File: src/rtl/hc_combined_enc_dec.sv
// Hamming(7,4) encode -> optional single-bit fault -> decode/correct, as a two-stage pipeline.
// Codeword bit k (1..7) is stored at index k so position numbers and syndromes line up directly.
module hc_combined_enc_dec (
    input  logic       i_clk,
    input  logic       i_rst,
    input  logic [3:0] i_data,
    input  logic       i_inj_en,
    input  logic [2:0] i_inj_pos,
    output logic [6:0] o_codeword,
    output logic [2:0] o_syndrome,
    output logic [4:1] o_dec_data,
    output logic       o_err_flag
);

    logic [7:1] code;
    logic [7:1] flip_mask;
    logic [7:1] rx;
    logic [7:1] fixed;
    logic [2:0] syn;
    logic [4:1] dec;

    // Even-parity encode: data at 3,5,6,7; parity at the power-of-two positions
    always_comb begin
        code    = '0;
        code[3] = i_data[0];
        code[5] = i_data[1];
        code[6] = i_data[2];
        code[7] = i_data[3];
        code[1] = code[3] ^ code[5] ^ code[7];
        code[2] = code[3] ^ code[6] ^ code[7];
        code[4] = code[5] ^ code[6] ^ code[7];
    end

    always_comb begin
        flip_mask = '0;
        for (int k = 1; k <= 7; k++) begin
            if (i_inj_en && (i_inj_pos == 3'(k))) begin
                flip_mask[k] = 1'b1;
            end
        end
    end

    // Stage 1: the clean codeword is exposed, the possibly-faulted copy feeds the decoder
    always_ff @(posedge i_clk or posedge i_rst) begin
        if (i_rst) begin
            o_codeword <= '0;
            rx         <= '0;
        end else begin
            o_codeword <= code;
            rx         <= code ^ flip_mask;
        end
    end

    // The syndrome is the position of the single flipped bit, or 0 when clean
    always_comb begin
        syn[0] = rx[1] ^ rx[3] ^ rx[5] ^ rx[7];
        syn[1] = rx[2] ^ rx[3] ^ rx[6] ^ rx[7];
        syn[2] = rx[4] ^ rx[5] ^ rx[6] ^ rx[7];
        fixed  = rx;
        for (int k = 1; k <= 7; k++) begin
            if (syn == 3'(k)) begin
                fixed[k] = ~rx[k];
            end
        end
        dec = {fixed[7], fixed[6], fixed[5], fixed[3]};
    end

    always_ff @(posedge i_clk or posedge i_rst) begin
        if (i_rst) begin
            o_syndrome <= '0;
            o_dec_data <= '0;
            o_err_flag <= 1'b0;
        end else begin
            o_syndrome <= syn;
            o_dec_data <= dec;
            o_err_flag <= (syn != 3'd0);
        end
    end

endmodule

File: config.mk
export PLATFORM = sky130hd
export DESIGN_NAME = hc_combined_enc_dec
export DESIGN_NICKNAME = d
export VERILOG_FILES = /design/src/rtl/hc_combined_enc_dec.sv
export SDC_FILE = /design/constraint.sdc
export NUM_CORES = 1
export LEC_CHECK = 0
export CAP_MARGIN = 20
export CELL_PAD_IN_SITES_DETAIL_PLACEMENT = 0
export CELL_PAD_IN_SITES_GLOBAL_PLACEMENT = 1
export CORE_MARGIN = 4
export CORE_UTILIZATION = 43
export CTS_BUF_LIST = sky130_fd_sc_hd__clkbuf_4
export CTS_CLUSTER_DIAMETER = 30
export DETAILED_ROUTE_END_ITERATION = 8
export PLACE_DENSITY = 0.95
export SLEW_MARGIN = 0
export SYNTH_ARGS = -nofsm -noshare
export SYNTH_HDL_FRONTEND = slang
export SYNTH_SLANG_ARGS = --single-unit
File: constraint.sdc
create_clock -name i_clk -period 4.3 [get_ports i_clk]
set_input_delay 0.43 -clock i_clk [delete_from_list [all_inputs] [get_ports i_clk]]
set_output_delay 0.43 -clock i_clk [all_outputs]
set_load 0.005 [all_outputs]
==> metrics <==
GRT Total Usage=approximately a tenth; core area=roughly 2300 sq um; 1st-iter DRT viols=4; critical path's slowest cell=xnor2_1; synthesis-stage register bit count=22; Rows=17; area growth from synthesis to layout=23.3%; Least-Margin Pin Slew=~1.1 ns; CP arrival=~2.3 ns; Mapped Avg Cell Area=between 10 and 15 sq um; Slew HR=~28%; Vias/cell=about 5; largest net degree at the start of global routing=23; main combinational cell family by area after synthesis=XOR/XNOR gates; CP endpoint kind=flop; vias after detailed routing=a little over 700; Seq/Total Area, Yosys=between 50% and 60%; Synth Area in XOR/XNOR=roughly 16%; FFs w/ async S/R, synth=between 90% and 100%; initial antenna violation count=0; Worst Hold Class=primary input to async pin; max-slew violations=0; CTS Buffer Depth=2; Synth top area share=between 50% and 60%; root buffer cell=clkbuf_4; Post-Syn Area=1070 sq um; DRC viols=0; GPL Wtd Cong=0.756; dpl ws=2.24 ns; Post-Synth Simple-Gate Area=between 10% and 20%; H-tree levels=1; final hold vios=0; number of synthesized flops with an enable pin=0; fin crit period=about 2.1 ns; setup bufs post-CTS=0; Area contributors post-synth=dfrtp_1 51%, xnor2_1 12%, xor2_1 4.1%; Tcrit/Tclk final=49.3%; TNS Setup=0 ns; multiplexer area fraction after synthesis=~2.8%; Most used DFF post-synth=dfrtp_1; die area=3360 sq um; DP Area=roughly 1300 sq um; most frequent cell after synthesis=dfrtp_1; detailed-route wire length=1720 um; Filler cells=222; Final Skew=approximately 0.0062 ns; crit path max fanout=12; post-route cell area=approximately 1300 sq um; Synth cell types=30; Die W=between 50 and 60 um; status=finished, final reports clean; Worst Setup Slack, final=2.18 ns; worst vdd ir=between 200 and 250 uV; Post-Synth Adder-Cell Area=0%; CP Data Required Time=around 4.5 ns; final total power=0.567 mW; CP startpoint kind=flop; diode count=0; I/O pin total=25; clk slew on worst S/H paths=approximately 0.11 ns; routed len/inst=approximately 12 um; Die Height=between 50 and 60 um; CTS sink count=22; f_max=0.472 GHz; Antenna Violating Nets Remaining=0; final core occ=between 50% and 60%; first-pass GRT wire length=~2700 um; Yosys top cell by area=dfrtp_1; Max Cap Viol=0; Worst path max stage delay=0.87 ns; Initial Util=between 40% and 50%; number of global-route vias before repair=692; cts bufs inserted=3; share of cells above drive strength 1=around 6.3%; synthesized net count=100; LEAKAGE=between 0.5 and 0.6 nW; complex-gate fraction of the synthesized area=~8.6%; nets=about 120; Port Buffer Count=24; Post-CTS Hold Fix Bufs=0; CTS tree=built; GR Overflow Total=0; YS warnings=0; Initial DRT Pass Iterations=4; Setup CP Type=flop to flop; Setup violations, final=0; Power Density=around 430 nW/um^2; Post-CTS Resized=0; synthesized instance count=90; top cells by count, synth=22 x dfrtp_1, 15 x xnor2_1, 5 x nand3_1, 5 x xor2_1; CP Cell Sequence=xnor2_1, and2_1, o221ai_2, a211o_1; RSZ-0062 raised after global routing=false; Worst-Skew Late Latency=about 0.29 ns
-- per-stage QoR --
step           std cells  hold WS, ns
6_report             139        0.561
3_5_place_dp         136        0.602
4_1_cts              139        0.587
3_3_place_gp         136        0.583
5_1_grt              139        0.626
2_1_floorplan         90        0.419
-- area by class of cell --
cell class	instances	area, sq um	share of cell area, %
Sequential cell	22	551	41.5
Multi-Input combinational cell	60	469	35.4
Timing Repair Buffer	24	240	18.1
Tap cell	28	35.0	2.64
Clock buffer	3	22.5	1.70
Inverter	2	7.51	0.567
-- power breakdown --
group	switching, mW	internal, mW	total (mW)
Clock	0.0550	0.0326	0.0876
Sequential	0.0193	0.249	0.268
Combinational	0.0929	0.119	0.212
Total	0.167	0.400	0.567
-- logic make-up after synthesis --
kind of cell,after synthesis
buffers and inverters,8
AOI/OAI and AO/OA,10
xor gates and xnor gates,20
and+or+nand+nor,27
muxes,3
DFF,22
-- final timing paths --
check                                      from                      end  slack, ns  cells after the start
worst max-delay path            rx[3]$_DFF_PP0_  o_dec_data[2]$_DFF_PP0_       2.18                      4
worst min-delay path                      i_rst          rx[1]$_DFF_PP0_       0.56                      2
worst max register to register  rx[3]$_DFF_PP0_  o_dec_data[2]$_DFF_PP0_       2.18                      4
worst min register to register  rx[3]$_DFF_PP0_  o_dec_data[1]$_DFF_PP0_       0.62                      2
max in group asynchronous                 i_rst  o_syndrome[1]$_DFF_PP0_       3.26                      2
min in group i_clk              rx[3]$_DFF_PP0_  o_dec_data[1]$_DFF_PP0_       0.62                      2
-- cell usage in the layout (no fill, tap or decap) --
cell type,n
and3_1,2
nand3_1,5
nand2b_1,2
o21ai_0,1
o31a_1,1
clkbuf_4,3
or2b_1,1
nor3_1,3
mux2i_1,3
and2_1,2
a221oi_2,1
a211oi_1,1
nand4_1,1
o211a_1,1
nor4_2,1
o211ai_2,1
nor4bb_1,2
xor2_1,5
nor2_1,1
nand2_1,3
or2_1,1
dfrtp_1,22
a21oi_1,2
xnor2_1,15
o221ai_2,1
a211o_1,1
clkdlybuf4s50_1,24
nand4b_1,3
inv_1,2
-- routing by layer --
metal	share of wire, %	vias to the layer above	global-route usage (%)
met5	0	-	0
met1	43	335	10.9
li1	-	359	-
met3	6.5	0	2.23
met4	0	0	3.97
met2	51	22	20.0
-- critical path: cells and delay by family, from the launching register on --
| kind | cells | cell delay, ns |
|---|---|---|
| compound gates | 2 | 0.40 |
| flops | 1 | 0.44 |
| simple gates | 1 | 0.30 |
| xor+xnor | 1 | 0.87 |
-- state kept, by name, indices dropped and copies added (netlist names) --
register    flops
o_codeword      7
o_dec_data      4
o_err_flag      1
o_syndrome      3
rx              7
Note: power is estimated with default switching activity, not from simulation.
